[config.mk]
export PLATFORM = sky130hd
export DESIGN_NAME = fec_fabric_snk
export DESIGN_NICKNAME = d
export VERILOG_FILES = /design/src/rtl/fec_pkg.sv /design/src/rtl/fec_sync_fifo.sv /design/src/rtl/fec_fabric_snk.sv
export SDC_FILE = /design/constraint.sdc
export NUM_CORES = 1
export LEC_CHECK = 0
export ABC_CLOCK_PERIOD_IN_PS = 4400
export CAP_MARGIN = 20
export CORE_UTILIZATION = 60
export CTS_CLUSTER_DIAMETER = 120
export DETAILED_ROUTE_END_ITERATION = 6
export PLACE_DENSITY_LB_ADDON = 0.08
export SLEW_MARGIN = 30
export SYNTH_ARGS = -nofsm -noshare
export SYNTH_HDL_FRONTEND = slang
export SYNTH_SLANG_ARGS = --single-unit
[constraint.sdc]
create_clock -name clk_sys_i -period 4.4 [get_ports clk_sys_i]
set_input_delay 0.66 -clock clk_sys_i [delete_from_list [all_inputs] [get_ports clk_sys_i]]
set_output_delay 0.66 -clock clk_sys_i [all_outputs]
set_load 0.02 [all_outputs]
[src/rtl/fec_pkg.sv]
// fec_pkg: shared constants and types for the FEC fabric sink.
// Holds fabric word-type codes, the status error bit, FSM states and the FIFO entry layout.
package fec_pkg;

    // Fabric word types carried on snk_adr_i
    localparam logic [1:0] C_ADR_DATA   = 2'd0;
    localparam logic [1:0] C_ADR_OOB    = 2'd1;
    localparam logic [1:0] C_ADR_STATUS = 2'd2;
    localparam logic [1:0] C_ADR_USER   = 2'd3;

    // Bit of a status word that flags a bad frame
    localparam int C_STS_ERR_BIT = 1;

    // Data words 0..6 form the header; word 6 is the ethertype
    localparam logic [10:0] C_HDR_WORDS = 11'd7;
    localparam logic [10:0] C_CNT_SAT   = 11'h7FF;

    typedef enum logic [1:0] {
        ST_IDLE  = 2'd0,
        ST_HDR   = 2'd1,
        ST_PLD   = 2'd2,
        ST_FLUSH = 2'd3
    } fsm_state_t;

    typedef struct packed {
        logic [15:0] dat;
        logic        last;
        logic        err;
    } fifo_ent_t;

endpackage

[src/rtl/fec_sync_fifo.sv]
// fec_sync_fifo: single-clock first-word-fall-through FIFO.
// Ports: clk_i, rst_i (sync, active-high), wr_en_i/wr_dat_i, rd_en_i/rd_dat_o, full_o, empty_o, count_o.
module fec_sync_fifo #(
    parameter int DW = 18,
    parameter int AW = 4
) (
    input  logic          clk_i,
    input  logic          rst_i,
    input  logic          wr_en_i,
    input  logic [DW-1:0] wr_dat_i,
    input  logic          rd_en_i,
    output logic [DW-1:0] rd_dat_o,
    output logic          full_o,
    output logic          empty_o,
    output logic [AW:0]   count_o
);

    localparam int DEPTH = 1 << AW;

    logic [DW-1:0] r_mem [DEPTH];
    logic [AW-1:0] r_wptr;
    logic [AW-1:0] r_rptr;
    logic [AW:0]   r_count;
    logic          w_wr;
    logic          w_rd;

    assign w_wr = wr_en_i & ~full_o;
    assign w_rd = rd_en_i & ~empty_o;

    always_ff @(posedge clk_i) begin
        if (rst_i) begin
            r_wptr  <= '0;
            r_rptr  <= '0;
            r_count <= '0;
        end else begin
            if (w_wr) r_wptr <= r_wptr + 1'b1;
            if (w_rd) r_rptr <= r_rptr + 1'b1;
            // push and pop together leave occupancy unchanged
            unique case ({w_wr, w_rd})
                2'b10:   r_count <= r_count + 1'b1;
                2'b01:   r_count <= r_count - 1'b1;
                default: r_count <= r_count;
            endcase
        end
    end

    always_ff @(posedge clk_i) begin
        if (w_wr) r_mem[r_wptr] <= wr_dat_i;
    end

    assign rd_dat_o = r_mem[r_rptr];
    // count never exceeds DEPTH, so its MSB alone means full
    assign full_o   = r_count[AW];
    assign empty_o  = (r_count == '0);
    assign count_o  = r_count;

endmodule

[src/rtl/fec_fabric_snk.sv]
// fec_fabric_snk: pipelined Wishbone fabric sink feeding the FEC encoder payload FIFO.
// Ports: clk_sys_i, rst_sys_i (sync, active-high); snk_* fabric sink; pld_* FWFT payload
// stream; hdr_etype_o/hdr_valid_o ethertype strobe. Define FEC_FABRIC_SNK_HDR_STRIP_EN to
// keep header words 0-6 out of the payload FIFO.
module fec_fabric_snk #(
    parameter int FIFO_AW   = 4,
    parameter int MAX_WORDS = 759
) (
    input  logic        clk_sys_i,
    input  logic        rst_sys_i,
    input  logic        snk_cyc_i,
    input  logic        snk_stb_i,
    input  logic        snk_we_i,
    input  logic [1:0]  snk_adr_i,
    input  logic [15:0] snk_dat_i,
    input  logic [1:0]  snk_sel_i,
    output logic        snk_ack_o,
    output logic        snk_stall_o,
    output logic [15:0] pld_dat_o,
    output logic        pld_last_o,
    output logic        pld_err_o,
    output logic        pld_valid_o,
    input  logic        pld_ready_i,
    output logic [15:0] hdr_etype_o,
    output logic        hdr_valid_o
);

    import fec_pkg::*;

    localparam logic [FIFO_AW:0] C_STALL_LVL = (FIFO_AW+1)'((1 << FIFO_AW) - 2);
    localparam logic [10:0]      C_MAX       = 11'(MAX_WORDS);

    fsm_state_t       r_state;
    logic             r_cyc_d;
    logic             r_ack;
    logic             r_hdr_vld;
    logic [15:0]      r_etype;
    logic [10:0]      r_cnt;
    logic             r_err;
    logic [15:0]      r_pend_dat;
    logic             r_pend_vld;

    logic             w_acc;
    logic             w_stall;
    logic             w_fall;
    logic             w_data;
    logic             w_keep;
    logic             w_runt;
    logic             w_pend_ok;
    logic             w_push;
    logic             w_pop;
    logic [15:0]      w_dat;
    fifo_ent_t        w_push_ent;
    fifo_ent_t        w_pop_ent;
    logic [FIFO_AW:0] w_count;
    logic             w_full;
    logic             w_empty;

    assign w_stall = rst_sys_i | w_full | (w_count >= C_STALL_LVL)
                   | (r_state == ST_FLUSH);
    assign w_acc   = snk_cyc_i & snk_stb_i & snk_we_i & ~w_stall;
    assign w_fall  = r_cyc_d & ~snk_cyc_i;
    assign w_data  = w_acc & (snk_adr_i == C_ADR_DATA);
    // words past MAX_WORDS are acked but dropped
    assign w_keep  = w_data & (r_cnt < C_MAX);
    assign w_runt  = r_cnt < C_HDR_WORDS;
    // lanes not selected are zeroed so a short final word carries no stale byte
    assign w_dat   = {snk_sel_i[1] ? snk_dat_i[15:8] : 8'h00,
                      snk_sel_i[0] ? snk_dat_i[7:0]  : 8'h00};

`ifdef FEC_FABRIC_SNK_HDR_STRIP_EN
    logic r_pend_hdr;

    always_ff @(posedge clk_sys_i) begin
        if (rst_sys_i) begin
            r_pend_hdr <= 1'b0;
        end else if (w_keep && r_state != ST_FLUSH) begin
            r_pend_hdr <= (r_cnt < C_HDR_WORDS);
        end
    end

    assign w_pend_ok = ~r_pend_hdr;
`else
    assign w_pend_ok = 1'b1;
`endif

    // The pending word is only known to be last once the cycle ends,
    // so every data word waits here until its successor or FLUSH.
    always_comb begin
        w_push     = 1'b0;
        w_push_ent = '0;
        if (r_state == ST_FLUSH) begin
            w_push     = r_pend_vld & w_pend_ok;
            w_push_ent = '{dat: r_pend_dat, last: 1'b1, err: r_err | w_runt};
        end else if (w_keep) begin
            w_push     = r_pend_vld & w_pend_ok;
            w_push_ent = '{dat: r_pend_dat, last: 1'b0, err: 1'b0};
        end
    end

    always_ff @(posedge clk_sys_i) begin
        if (rst_sys_i) begin
            r_state    <= ST_IDLE;
            r_cyc_d    <= 1'b0;
            r_ack      <= 1'b0;
            r_hdr_vld  <= 1'b0;
            r_etype    <= 16'h0000;
            r_cnt      <= '0;
            r_err      <= 1'b0;
            r_pend_dat <= 16'h0000;
            r_pend_vld <= 1'b0;
        end else begin
            r_cyc_d   <= snk_cyc_i;
            r_ack     <= w_acc;
            r_hdr_vld <= 1'b0;

            unique case (r_state)
                ST_IDLE:  if (snk_cyc_i) r_state <= ST_HDR;
                ST_HDR: begin
                    if (w_fall)
                        r_state <= ST_FLUSH;
                    else if (w_data && r_cnt == C_HDR_WORDS - 11'd1)
                        r_state <= ST_PLD;
                end
                ST_PLD:   if (w_fall) r_state <= ST_FLUSH;
                ST_FLUSH: r_state <= ST_IDLE;
                default:  r_state <= ST_IDLE;
            endcase

            if (r_state == ST_FLUSH) begin
                r_cnt      <= '0;
                r_err      <= 1'b0;
                r_pend_vld <= 1'b0;
            end else begin
                if (w_data) begin
                    if (r_cnt != C_CNT_SAT) r_cnt <= r_cnt + 11'd1;
                    if (w_keep) begin
                        r_pend_dat <= w_dat;
                        r_pend_vld <= 1'b1;
                    end else begin
                        r_err <= 1'b1;
                    end
                    if (r_cnt == C_HDR_WORDS - 11'd1) begin
                        r_etype   <= w_dat;
                        r_hdr_vld <= 1'b1;
                    end
                end
                if (w_acc && snk_adr_i == C_ADR_STATUS
                    && snk_dat_i[C_STS_ERR_BIT])
                    r_err <= 1'b1;
            end
        end
    end

    fec_sync_fifo #(
        .DW ($bits(fifo_ent_t)),
        .AW (FIFO_AW)
    ) u_fifo (
        .clk_i    (clk_sys_i),
        .rst_i    (rst_sys_i),
        .wr_en_i  (w_push),
        .wr_dat_i (w_push_ent),
        .rd_en_i  (w_pop),
        .rd_dat_o (w_pop_ent),
        .full_o   (w_full),
        .empty_o  (w_empty),
        .count_o  (w_count)
    );

    assign pld_valid_o = ~w_empty & ~rst_sys_i;
    assign w_pop       = pld_valid_o & pld_ready_i;
    assign pld_dat_o   = pld_valid_o ? w_pop_ent.dat : 16'h0000;
    assign pld_last_o  = pld_valid_o & w_pop_ent.last;
    assign pld_err_o   = pld_valid_o & w_pop_ent.err;

    assign snk_ack_o   = r_ack & ~rst_sys_i;
    assign snk_stall_o = w_stall;
    assign hdr_valid_o = r_hdr_vld & ~rst_sys_i;
    assign hdr_etype_o = rst_sys_i ? 16'h0000 : r_etype;

endmodule

## Yosys cells after proc, flatten, opt, wreduce, memory -nomap -nowiden

Memories as Yosys holds them, arrays and structs flattened. A register that Yosys moved wholly into a read port is not among the register bits.
Index checks and enable logic that the tools add are counted.

| storage, ports and cells | value |
|---|---|
| memory bits (writable) | 288 |
| logic and storage cells | 96 |
| flip-flop bits (word level) | 63 |
| bits of input ports | 26 |
| output and inout port bits | 38 |
| memories kept | 1 |

| cells by class | value |
|---|---|
| reduce and logical (&&, ||, !) cells | 16 |
| $add $sub $neg | 5 |
| equal/unequal tests | 12 |
| order comparisons | 3 |
| bitwise operators | 25 |
| mux-type cells | 22 |

Memory list:

| memory | depth | bits a word | read ports | clocked after Yosys merged registers in | write ports | RTL line | RTL |
|---|---|---|---|---|---|---|---|
| u_fifo.r_mem | 16 | 18 | 1 | 1 | 1 | fec_sync_fifo.sv:20 | `logic [DW-1:0] r_mem [DEPTH];` |

Operators with widths:

| operator | number |
|---|---|
| $mux 18 | 2 |
| $mux 16 | 2 |
| $mux 8 | 2 |
| $and 1x1->1 | 14 |
| $add 11x1->11 const B | 1 |
| $eq 11x3->1 const B | 1 |
| $lt 11x10->1 const B | 1 |
| $lt 11x3->1 const B | 1 |
| $ne 11x11->1 const B | 1 |
| $pmux 5 s2 | 1 |
| $reduce_and 3->1 | 3 |
| $add 4x1->4 const B | 2 |
| $eq 2x2->1 const B | 4 |
| $mux 1 | 8 |
| $mux 2 | 4 |
| $mux 4 | 2 |
| $pmux 2 s4 | 1 |
| $not 1->1 | 7 |
| $reduce_and 2->1 | 3 |
| $add 5x1->5 const B | 1 |
| $ge 5x4->1 const B | 1 |
| $logic_not 5->1 | 1 |
| $sub 5x1->5 const B | 1 |
| $eq 2x1->1 const B | 2 |
| 9 further kinds | 17 |

## Depth between registers and ports, before layout

Gate-level depths: netlist of the first run.

| logic depth | value |
|---|---|
| depth in word-level cells | 12 |
| depth in mapped cells | 15 |
| mapped depth without buffers | 12 |

## Modules after synthesis

Synthesis of the first run repeated with hierarchy kept, for this count alone.

| second synthesis, totals | value |
|---|---|
| cells, all modules | 837 |
| area, all modules | 14249.9 µm² |

By module, submodules not included:

| module | seq. area each (µm²) | times used | cells each | area an instance (µm²) |
|---|---|---|---|---|
| fec_sync_fifo | 8988.6 | 1 | 515 | 11752.5 |
| fec_fabric_snk | 1001.0 | 1 | 322 | 2497.4 |

## Least setup slack after synthesis of the first run

Ideal clock, no wire load.

| timing | value |
|---|---|
| path type | flip-flop to flip-flop |
| start point | register r_state[0] |
| end point | register u_fifo.r_count[4] (netlist: u_fifo.count_o[4]) |
| data required time | 4.279 ns |
| cell stages (with the launch flop) | 16 |
| path slack | 0.897 ns |
| clock period less this slack | 3.503 ns |
| arrival | 3.383 ns |
| setup time | 0.121 ns |
| path buffers | 3 |
| cell sequence | dfxtp_1 ha_1 buf_2 nor3_2 and4bb_1 buf_4 a31oi_1 ha_1 clkbuf_1 xor2_1 ha_1 a211o_1 nand2_1 nand3b_1 a31oi_1 mux2_2 |

| on the way | value |
|---|---|
| longest elaborated chain between the ends | 11 |
| elaborated cells on any way between the ends | 13 |
| classes of those cells | eq/ne: 3; mux: 3; bitwise: 6; reduce/logical: 1 |

RTL lines:

| item | RTL line | RTL |
|---|---|---|
| from (decl) | fec_fabric_snk.sv:33 | `fsm_state_t r_state;` |
| from (signal assigned) | fec_fabric_snk.sv:103 | `r_state <= ST_IDLE;` |
| from (signal assigned) | fec_fabric_snk.sv:118 | `ST_IDLE: if (snk_cyc_i) r_state <= ST_HDR;` |
| from (signal assigned) | fec_fabric_snk.sv:121 | `r_state <= ST_FLUSH;` |
| $eq 2x2->1 * | fec_fabric_snk.sv:60, fec_fabric_snk.sv:92 |  |
| $or 1x1->1 | fec_fabric_snk.sv:60 | `\| (r_state == ST_FLUSH);` |
| $not 1->1 | fec_fabric_snk.sv:61 | `assign w_acc = snk_cyc_i & snk_stb_i & snk_we_i & ~w_stall;` |
| $and 1x1->1 | fec_fabric_snk.sv:61 |  |
| $and 1x1->1 | fec_fabric_snk.sv:63 | `assign w_data = w_acc & (snk_adr_i == C_ADR_DATA);` |
| $and 1x1->1 | fec_fabric_snk.sv:65 | `assign w_keep = w_data & (r_cnt < C_MAX);` |
| $mux 1 | fec_fabric_snk.sv:95 | `end else if (w_keep) begin` |
| $mux 1 * | fec_fabric_snk.sv:92 | `if (r_state == ST_FLUSH) begin` |
| $and 1x1->1 * | fec_sync_fifo.sv:27 | `assign w_wr = wr_en_i & ~full_o;` |
| $eq 2x1->1 or $eq 2x2->1 (tied branches) | fec_sync_fifo.sv:39 | `unique case ({w_wr, w_rd})` |
| $pmux 5 s2 or $reduce_bool 2->1 (tied branches) | n/a |  |
| to (signal assigned) | fec_sync_fifo.sv:40 | `2'b10: r_count <= r_count + 1'b1;` |
| to (signal assigned) | fec_sync_fifo.sv:41 | `2'b01: r_count <= r_count - 1'b1;` |
| to (signal assigned) | fec_sync_fifo.sv:42 | `default: r_count <= r_count;` |
| to (decl) | fec_sync_fifo.sv:23 | `logic [AW:0] r_count;` |

Mark *: on every way between the ends. The rest lies on a longest branch, timed or not.
A chain may end at the register's enable or synchronous reset.

==> results.yml, run 1 <==
detailed_routing:
  detail-route-antenna-nets: 0
  route.met2.wl_um: 15000
  drc: 0
  drt_iter0_markers: 724
  met3WireLength_um: 2210
  avgViaCountPerCell: 6.14
  wl_per_cell_um: 23.8
  top_layer_used: "met4"
  drt_wl_total_um: 30000
  dr.pass1.iters: 5
  drt-met1-wl_um: 12300
  num_vias: 7747
critical_path:
  cp-end-kind: "output pin"
  critPathMaxFanout: 28
  path_class: "reg -> out"
  critPathRequiredTime_ns: 3.74
  rr_startpoint: "r_state[0]$_SDFFE_PP0P_"
  arrival_ns: 3.22
  worstSetupStartpointType: "flip-flop"
pwr:
  switching_share_pct: 19.6
  p_per_area_nw_per_um2: 411
  pwr-share-comb_pct: 2.4
  p_leak_nw: 5.90
  peakVddDrop_v: 0.000247
  internal-power_w: 0.00546
  pwr-share-clk_pct: 44.4
  power_w: 0.00679
  p_seq_share_pct: 53.2
  p_sw_w: 0.00133
synthesis:
  synth_area_leaders: "edfxtp_1, mux4_2, dfxtp_1, nand3_1, ha_1"
  synthAdderAreaFrac_pct: 1.32
  synth_compound_area_share_pct: 3.15
  syn_nets: 874
  synth_mux_area_share_pct: 14.5
  synth_cell_type_count: 49
  synth_seq_area_share_pct: 70.3
  yosysWarningCount: 0
  synth_edf_count: 288
  synth_top_area_share_pct: 60.9
  async_flop_share_pct: 0
  synthXorXnorAreaFrac_pct: 0.740
  synth_flop_cell: "edfxtp_1"
  ys_ff_latch: 355
  synth_top_family_by_area: "multiplexers"
  netlist_area_um2: 14200
  synth-simple-area-share_pct: 7.52
  syn_area_per_cell_um2: 17.1
  synth_area_leader_cell: "edfxtp_1"
  syn_inst: 833
sta:
  maxSlewViolCount: 0
  rsz0062_at_grt: "no"
  period_minus_slack_ns: 3.88
  worstMarginPinSlew_ns: 0.951
  fin_skew_ns: 0.0134
  hold_violations: 0
  setup_tns_ns: 0
  period_share_pct: 88.2
  slew_headroom_pct: 36.4
  fmax_ghz: 0.258
  setup_violations: 0
hold_path:
  hp-class: "reg -> reg"
  holdCritStartpoint: "r_pend_dat[15]$_SDFFE_PP0P_"
clocking:
  htree_levels: 2
  clkSlewWorstSetupHoldPaths_ns: 0.06
  clock-root-buffer: "clkbuf_16"
  cts_setup_buffers: 0
  cts_tree: "yes"
  clockBufferDepth: 3
  clock_latency_ns: 0.52
  clock_sinks: 355
  numCtsBuffers: 36
  cts_resized: 0
  postCtsHoldBufs: 0
global_route:
  grt_pass1_wl_um: 46100
  grt.total_usage_pct: 25.9
  grt_pass1_vias: 7786
  grt-ovfl-total: 0
  grt_max_degree: 37
  antenna_found_initial: 0
finish:
  nets: 962
  n_antenna_cell: 0
  drive_above_1_share_pct: 22.3
  area_growth_pct: 16.4
floorplanning:
  die_width_um: 156
  die_area_um2: 24300
  core_um2: 22900
  ioPinCount: 64
  die_y_um: 156
  rows: 55
  start_util_pct: 62.0
placed_design:
  globalplace.congestion: 0.863
  dp_hpwl_um: 17600
  io_buffers: 63
run_status:
  status: "completed"
run:
  drv_cap: 0
-- cells in the final DEF, fill, tap and decap left out, types with 4 or more instances in the layout --
| cell type | netlist | final |
|---|---|---|
| edfxtp_1 | 288 | 288 |
| mux4_2 | 90 | 90 |
| dfxtp_1 | 67 | 65 |
| clkdlybuf4s50_1 | 0 | 63 |
| nand3_1 | 45 | 45 |
| nand2_1 | 44 | 44 |
| clkbuf_16 | 0 | 37 |
| buf_4 | 2 | 30 |
| a21oi_1 | 30 | 29 |
| inv_1 | 25 | 25 |
| nor2_1 | 38 | 22 |
| and2_1 | 20 | 20 |
| nor2_2 | 0 | 16 |
| o21ai_1 | 16 | 16 |
| ha_1 | 15 | 15 |
| o21ai_0 | 14 | 14 |
| nor2b_2 | 0 | 13 |
| xor2_1 | 10 | 10 |
| clkinv_1 | 0 | 10 |
| nor2b_1 | 22 | 9 |
| or3_1 | 8 | 8 |
| nand4_1 | 6 | 6 |
| clkbuf_1 | 20 | 6 |
| clkinv_2 | 0 | 5 |
| o31ai_1 | 4 | 4 |
| bufinv_16 | 0 | 4 |
| buf_12 | 0 | 4 |
-- final cells by class --
type	count	area [um2]
sequential	355	9990
fill	1378	6380
multi-input combinational	406	3950
clock buffer	44	962
timing repair buffer	97	936
tap	313	392
clock inverter	22	209
inverter	25	93.8
-- cell families (layout without fill, tap and decap cells) --
kind of cell,after synthesis,count (layout)
DFF,355,355
adders and majority gates,15,15
buffers and inverters,72,188
muxes,93,93
xor gates and xnor gates,12,12
and+or+nand+nor,207,207
AOI/OAI and AO/OA,79,79
-- sequential cells by signal, indices dropped and copies added, names as in the netlist, named ones only --
register,count
r_hdr_vld,1
r_err,1
u_fifo.r_wptr,4
r_pend_dat,16
u_fifo.r_rptr,4
r_cnt,11
r_ack,1
r_pend_vld,1
r_state,2
r_etype,16
r_cyc_d,1
u_fifo.count_o,5
u_fifo.r_mem,288
-- Yosys cell counts (3+ instances only) --
| master | n |
|---|---|
| a21oi_1 | 30 |
| nor2_1 | 38 |
| and2_1 | 20 |
| nand2_1 | 44 |
| buf_6 | 8 |
| or4_1 | 3 |
| nand2b_1 | 3 |
| inv_1 | 25 |
| o21ai_0 | 14 |
| nand4_1 | 6 |
| o21a_1 | 3 |
| or3_1 | 8 |
| edfxtp_1 | 288 |
| clkbuf_1 | 20 |
| o21ai_1 | 16 |
| nand3_1 | 45 |
| nor2b_1 | 22 |
| and3_1 | 3 |
| o31ai_1 | 4 |
| a31oi_1 | 3 |
| buf_1 | 6 |
| buf_2 | 10 |
| dfxtp_1 | 67 |
| and4_1 | 3 |
| mux4_2 | 90 |
| ha_1 | 15 |
| xor2_1 | 10 |
-- power by group through the flow --
stage | sequential [W] | combinational [W] | clock [W]
global route | 0.00361 | 0.000176 | 0.00319
floorplan | 0.00368 | 0.0000957 | 0
CTS | 0.00361 | 0.000158 | 0.00305
finish | 0.00361 | 0.000161 | 0.00302
detailed placement | 0.00368 | 0.000157 | 0
global placement | 0.00368 | 0.000143 | 0
-- critical path: stages (launching register included) --
cell             delay (ns)
dfxtp_2                0.80
buf_12                 0.29
mux4_2                 0.35
mux4_2                 0.51
and2_1                 0.18
clkdlybuf4s50_1        0.54
-- layer usage --
layer,up-vias,global-route usage (%)
met4,0,6.72
met5,-,0
met3,49,4.08
met1,3930,36.7
li1,3420,-
met2,348,42.6
-- per-stage QoR --
stage | std cells | utilization [%] | hold slack (ns) | worst slack [ns] | instance area, um2
3_3_place_gp | 1196 | 66.9 | 0.439 | 0.586 | 15300
2_1_floorplan | 833 | - | 0.426 | 0.897 | 14200
5_1_grt | 1262 | 72.2 | 0.468 | 0.432 | 16500
4_1_cts | 1262 | 72.0 | 0.448 | 0.510 | 16500
6_report | 1262 | 72.2 | 0.447 | 0.521 | 16500
3_5_place_dp | 1196 | 66.9 | 0.442 | 0.426 | 15300
-- worst paths after layout --
kind | endpoint | slack (ns) | cells after the start
max | pld_dat_o[7] | 0.52 | 5
min | r_pend_dat[15]$_SDFFE_PP0P_ | 0.45 | 2
max reg2reg | u_fifo.count_o[4]$_SDFFE_PP0P_ | 0.84 | 13
min reg2reg | r_pend_dat[15]$_SDFFE_PP0P_ | 0.45 | 2
(Power assumes the default switching activity.)
==> inputs of run 2 (changes only) <==
--- a/config.mk
+++ b/config.mk
@@ -7,6 +7,7 @@
 export LEC_CHECK = 0
 export ABC_CLOCK_PERIOD_IN_PS = 4400
 export CAP_MARGIN = 20
+export CORE_MARGIN = 1.5
 export CORE_UTILIZATION = 60
 export CTS_CLUSTER_DIAMETER = 120
 export DETAILED_ROUTE_END_ITERATION = 6
==> run 2 against run 1 <==
Effect of this change:
- critical path depth unchanged
- final cell count stayed put
- largest power group unchanged
- sequential cell count stayed put
- critical endpoint is now pld_dat_o[2]
- total power shrank 2.0%
- worst setup slack gained 0.00082 ns
- critical path type unchanged
- largest cell class unchanged
- register-to-register slack about the same
- count of clock-buffer cells in the layout did not move
==> results.yml, run 2 (same netlist as run 1, synthesis figures left out) <==
critical_path:
  critPathMaxFanout: 19
  cp-end-kind: "output pin"
  arrival_ns: 3.22
  r2r_end: "u_fifo.count_o[4]$_SDFFE_PP0P_"
  ff2ff_path_depth: 13
  worstSetupStartpointType: "flip-flop"
  rr_startpoint: "r_state[0]$_SDFFE_PP0P_"
  path_class: "reg -> out"
  r2r_slack_ns: 0.85
  critPathRequiredTime_ns: 3.74
finish:
  nets: 962
  area_growth_pct: 16.0
  n_antenna_cell: 0
  drive_above_1_share_pct: 22.0
  largest_reg_flops: 288
  final_common_cell: "edfxtp_1"
  fill_cells: 1494
  largestRegisters: "u_fifo.r_mem (288), r_etype (16), r_pend_dat (16)"
  largest_register: "u_fifo.r_mem"
  final_area_um2: 16500
  final_cell_mix: "edfxtp_1, mux4_2, dfxtp_1"
clocking:
  clockBufferDepth: 3
  postCtsHoldBufs: 0
  clkSlewWorstSetupHoldPaths_ns: 0.06
  htree_levels: 2
  numCtsBuffers: 35
  cts_tree: "yes"
  clock_latency_ns: 0.50
  cts_resized: 0
  clock-root-buffer: "clkbuf_16"
  clock_sinks: 355
  cts_setup_buffers: 0
global_route:
  grt-ovfl-total: 0
  grt.total_usage_pct: 25.4
  grt_pass1_wl_um: 45600
  grt_pass1_vias: 7855
  antenna_found_initial: 0
  grt_max_degree: 56
detailed_routing:
  drt_iter0_markers: 657
  drt_wl_total_um: 29600
  drc: 0
  wl_per_cell_um: 23.5
  num_vias: 7662
  avgViaCountPerCell: 6.07
  dr.pass1.iters: 4
  detail-route-antenna-nets: 0
hold_path:
  holdCritStartpoint: "r_pend_dat[11]$_SDFFE_PP0P_"
  min_path_cells: 2
  hold_path_end: "r_pend_dat[11]$_SDFFE_PP0P_"
  hp-class: "reg -> reg"
floorplanning:
  ioPinCount: 64
  rows: 56
  die_y_um: 157
  die_area_um2: 24600
  core_um2: 23300
  start_util_pct: 60.9
  die_width_um: 157
placed_design:
  globalplace.congestion: 0.788
  place_area_um2: 15400
  place_ws_ns: 0.471
  io_buffers: 63
  dp_hpwl_um: 17900
sta:
  setup_slack_ns: 0.522
  maxSlewViolCount: 0
  period_minus_slack_ns: 3.88
  rsz0062_at_grt: "no"
  period_share_pct: 88.1
  fin_skew_ns: 0.0132
  worstMarginPinSlew_ns: 0.980
  setup_tns_ns: 0
  fmax_ghz: 0.258
  setup_violations: 0
  slew_headroom_pct: 34.5
  hold_violations: 0
run:
  drv_cap: 0
pwr:
  peakVddDrop_v: 0.000281
  p_leak_nw: 5.87
  p_per_area_nw_per_um2: 404
run_status:
  status: "completed"
==> run 2: cell type report <==
class | instances | area [um2] | share of cell area (%)
inverters | 25 | 93.8 | 0.569
repair buffers | 98 | 943 | 5.72
clock inverters | 15 | 145 | 0.881
clock buffers | 44 | 962 | 5.84
well taps | 319 | 399 | 2.42
multi-input cells | 406 | 3950 | 23.9
flip-flops and latches | 355 | 9990 | 60.6
==> run 2: power breakdown <==
group / total, W / switching (W) / internal [W]
combinational: 0.000165 / 0.000100 / 0.0000647
sequential: 0.00361 / 0.0000104 / 0.00360
clock: 0.00288 / 0.00116 / 0.00172
total: 0.00666 / 0.00127 / 0.00538
==> run 2: worst max path at each step <==
| stage | start | end | cells after the start |
|---|---|---|---|
| 3_5_place_dp | snk_adr_i[1] | u_fifo.count_o[4]$_SDFFE_PP0P_ | 12 |
| 3_3_place_gp | snk_adr_i[1] | u_fifo.count_o[4]$_SDFFE_PP0P_ | 12 |
| 2_1_floorplan | r_state[0]$_SDFFE_PP0P_ | u_fifo.count_o[4]$_SDFFE_PP0P_ | 15 |
| 4_1_cts | flip-flop | pld_dat_o[2] | 5 |
| 6_report | flip-flop | pld_dat_o[2] | 5 |
| 5_1_grt | flip-flop | pld_dat_o[9] | 5 |
==> run 2: worst max-delay path, cell delays in order (launching register included) <==
cell and delay [ns]:
dfxtp_4 0.61, buf_4 0.35, mux4_2 0.57, mux4_2 0.46, and2_1 0.17, clkdlybuf4s50_1 0.54
==> run 2: through the flow <==
step	utilization, %	hold WS (ns)	cells	total power [W]
2_1_floorplan	-	0.426	833	0.00378
3_3_place_gp	65.8	0.440	1203	0.00382
3_5_place_dp	65.8	0.446	1203	0.00384
4_1_cts	70.5	0.455	1262	0.00669
5_1_grt	70.6	0.464	1262	0.00686
6_report	70.6	0.452	1262	0.00666
==> run 2: layer usage <==
metal  track usage (%)  up-vias  share of wire [%]
li1                  -     3417                  -
met1              34.8     3883                 41
met2              42.4      305                 50
met3              4.35       57                6.9
met4              7.03        0                2.4
met5                 0        -                  0
==> inputs of run 3 (changes only) <==
--- a/config.mk
+++ b/config.mk
@@ -5,11 +5,13 @@
 export SDC_FILE = /design/constraint.sdc
 export NUM_CORES = 1
 export LEC_CHECK = 0
+export ABC_AREA = 1
 export ABC_CLOCK_PERIOD_IN_PS = 4400
 export CAP_MARGIN = 20
 export CORE_MARGIN = 1.5
 export CORE_UTILIZATION = 60
 export CTS_CLUSTER_DIAMETER = 120
+export CTS_CLUSTER_SIZE = 25
 export DETAILED_ROUTE_END_ITERATION = 6
 export PLACE_DENSITY_LB_ADDON = 0.08
 export SLEW_MARGIN = 30
==> run 3 against run 2 <==
Effect of this change:
- clock power decreased by 36%
- via count increased by 29%
- combinational power increased to 3.0 times the previous value
- global-route usage increased by 1.3 points
- worst setup slack got worse by 0.090 ns
- total power decreased by 11%
- core utilization decreased by 1.8 points
- die area increased by 3.0%
- first-iteration DRC count increased by 36%
==> results.yml, run 3 <==
run_status:
  status: "completed"
synthesis:
  syn_area_per_cell_um2: 11.0
  synth_area_leader_cell: "edfxtp_1"
  synthMostInstantiatedCell: "nor2_1"
  netlist_area_um2: 14600
  yosys-top-cells-count: "nor2_1, edfxtp_1, o21ai_0"
  yosysWarningCount: 0
  syn_inst: 1329
  syn_nets: 1370
  async_flop_share_pct: 0
  synth_flop_cell: "edfxtp_1"
  ys_ff_latch: 355
  synth_area_leaders: "edfxtp_1, dfxtp_1, nor2_1, o21ai_0, a21oi_1"
  synth_seq_area_share_pct: 68.2
  synth_top_area_share_pct: 59.0
  synth_cell_type_count: 37
  synth_edf_count: 288
clocking:
  clock-root-buffer: "clkbuf_16"
  clock_latency_ns: 0.52
  postCtsHoldBufs: 0
  numCtsBuffers: 18
  cts_tree: "yes"
  cts_setup_buffers: 0
  cts_resized: 0
  clkSlewWorstSetupHoldPaths_ns: 0.10
  clock_sinks: 355
  htree_levels: 1
  clockBufferDepth: 3
finish:
  nets: 1417
  largestRegisters: "u_fifo.r_mem (288), r_etype (16), r_pend_dat (16)"
  largest_reg_flops: 288
  final_cell_mix: "edfxtp_1, nor2_1, o21ai_0"
  area_growth_pct: 11.4
  largest_register: "u_fifo.r_mem"
  final_common_cell: "edfxtp_1"
  n_antenna_cell: 0
  drive_above_1_share_pct: 6.84
floorplanning:
  die_width_um: 159
  ioPinCount: 64
  die_area_um2: 25400
  die_y_um: 159
  start_util_pct: 61.9
  rows: 56
  core_um2: 23700
critical_path:
  cp_slowest_stage_delay_ns: 0.72
  arrival_ns: 3.31
  ff2ff_path_depth: 18
  crit_buf_inv: 3
  crit_family: "buffers and inverters"
  r2r_end: "u_fifo.count_o[4]$_SDFFE_PP0P_"
  r2r_slack_ns: 0.85
  rr_startpoint: "r_state[0]$_SDFFE_PP0P_"
  path_class: "reg -> out"
  path_cells: "clkinv_2 -> buf_4 -> nor2_1 -> nor2_1 -> o21ai_0 -> nand3_1 -> a21oi_1 -> a211oi_1 -> clkdlybuf4s50_1"
  critical-path-slowest-cell: "clkdlybuf4s50_1"
  critPathMaxFanout: 35
  critPathRequiredTime_ns: 3.74
  worstSetupEndpoint: "pld_dat_o[4]"
  crit_top_cell: "nor2_1"
  cp-end-kind: "output pin"
  cp.depth: 9
  worstSetupStartpointType: "flip-flop"
sta:
  fin_skew_ns: 0.0256
  fmax_ghz: 0.252
  rsz0062_at_grt: "no"
  holdWs_ns: 0.461
  maxSlewViolCount: 0
  slew_headroom_pct: 34.6
  worstMarginPinSlew_ns: 0.978
  period_minus_slack_ns: 3.97
  setup_tns_ns: 0
  hold_violations: 0
  setup_violations: 0
  period_share_pct: 90.2
detailed_routing:
  drt-met1-wl_um: 14500
  avgViaCountPerCell: 5.80
  met3WireLength_um: 2180
  drc: 0
  num_vias: 9905
  detail-route-antenna-nets: 0
  dr.pass1.iters: 5
  drt_iter0_markers: 896
  route.met2.wl_um: 16400
  top_layer_used: "met4"
  wl_per_cell_um: 19.8
  drt_wl_total_um: 33700
hold_path:
  hp-class: "reg -> reg"
  min_path_cells: 2
pwr:
  power_w: 0.00595
  p_per_area_nw_per_um2: 365
  p_leak_nw: 5.12
  peakVddDrop_v: 0.000271
placed_design:
  dp_hpwl_um: 19700
  globalplace.congestion: 0.847
  io_buffers: 63
global_route:
  grt-ovfl-total: 0
  antenna_found_initial: 0
  grt.total_usage_pct: 26.7
  grt_pass1_wl_um: 52600
  grt_max_degree: 146
  grt_pass1_vias: 9515
run:
  drv_cap: 0
## run 3: cell types whose count changed after synthesis, moves of 20 or more
cell	change
nor2b_1	-22
o21ai_0	+157
nand2_1	+39
inv_1	+57
o211ai_1	+33
and2_1	-20
mux4_2	-90
a21oi_1	+43
nor2_1	+253
clkbuf_1	+26
## run 3: worst min path at each step
| stage | slack [ns] | endpoint | start |
|---|---|---|---|
| global placement | 0.44 | r_pend_dat[14]$_SDFFE_PP0P_ | r_pend_dat[14]$_SDFFE_PP0P_ |
| CTS | 0.47 | r_pend_vld$_SDFFE_PP0P_ | r_pend_vld$_SDFFE_PP0P_ |
| detailed placement | 0.45 | r_pend_vld$_SDFFE_PP0P_ | r_pend_vld$_SDFFE_PP0P_ |
| global route | 0.48 | r_pend_vld$_SDFFE_PP0P_ | r_pend_vld$_SDFFE_PP0P_ |
| finish | 0.46 | r_pend_vld$_SDFFE_PP0P_ | r_pend_vld$_SDFFE_PP0P_ |
| floorplan | 0.43 | r_pend_dat[10]$_SDFFE_PP0P_ | r_pend_dat[10]$_SDFFE_PP0P_ |
## run 3: cells by family (layout without fill, tap and decap cells)
group,Yosys count,in the layout,synth area share (%)
and+or+nand+nor,459,459,13.0
DFF,355,355,68.2
AOI/OAI and AO/OA,328,328,12.4
buffers and inverters,162,221,4.47
adders and majority gates,15,15,1.28
xor gates and xnor gates,10,10,0.598
## run 3: worst register-to-register path: cells and delay by family (launching register included)
family	cells	cell delay (ns)
adders and majority gates	3	1.18
and+or+nand+nor	10	1.14
buffers and inverters	1	0.18
xor gates and xnor gates	1	0.12
AOI/OAI and AO/OA	3	0.38
DFF	1	0.41
## run 3: layout make-up
class | count | area, um2
well taps | 319 | 399
fillers | 1841 | 7370
clock buffers | 31 | 520
repair buffers | 99 | 951
inverters | 90 | 342
clock inverters | 1 | 20.0
flip-flops and latches | 355 | 9990
multi-input cells | 812 | 4090
## run 3: stage by stage
step	std cells	utilization, %	area, um2	setup slack, ns
final	1707	68.9	16300	0.432
after global placement	1675	66.6	15800	0.672
after detailed placement	1675	66.6	15800	0.565
after global routing	1707	68.9	16300	0.234
after CTS	1707	68.9	16300	0.433
after floorplan	1329	-	14600	1.02
## run 3: metal layers
layer | track usage, % | up-vias
li1 | - | 4740
met1 | 37.6 | 4794
met2 | 44.9 | 330
met3 | 2.92 | 41
met4 | 6.60 | 0
met5 | 0 | -
## run 3: power breakdown
group,internal [W],switching (W)
sequential,0.00361,0.0000162
combinational,0.000167,0.000321
clock,0.000829,0.00101
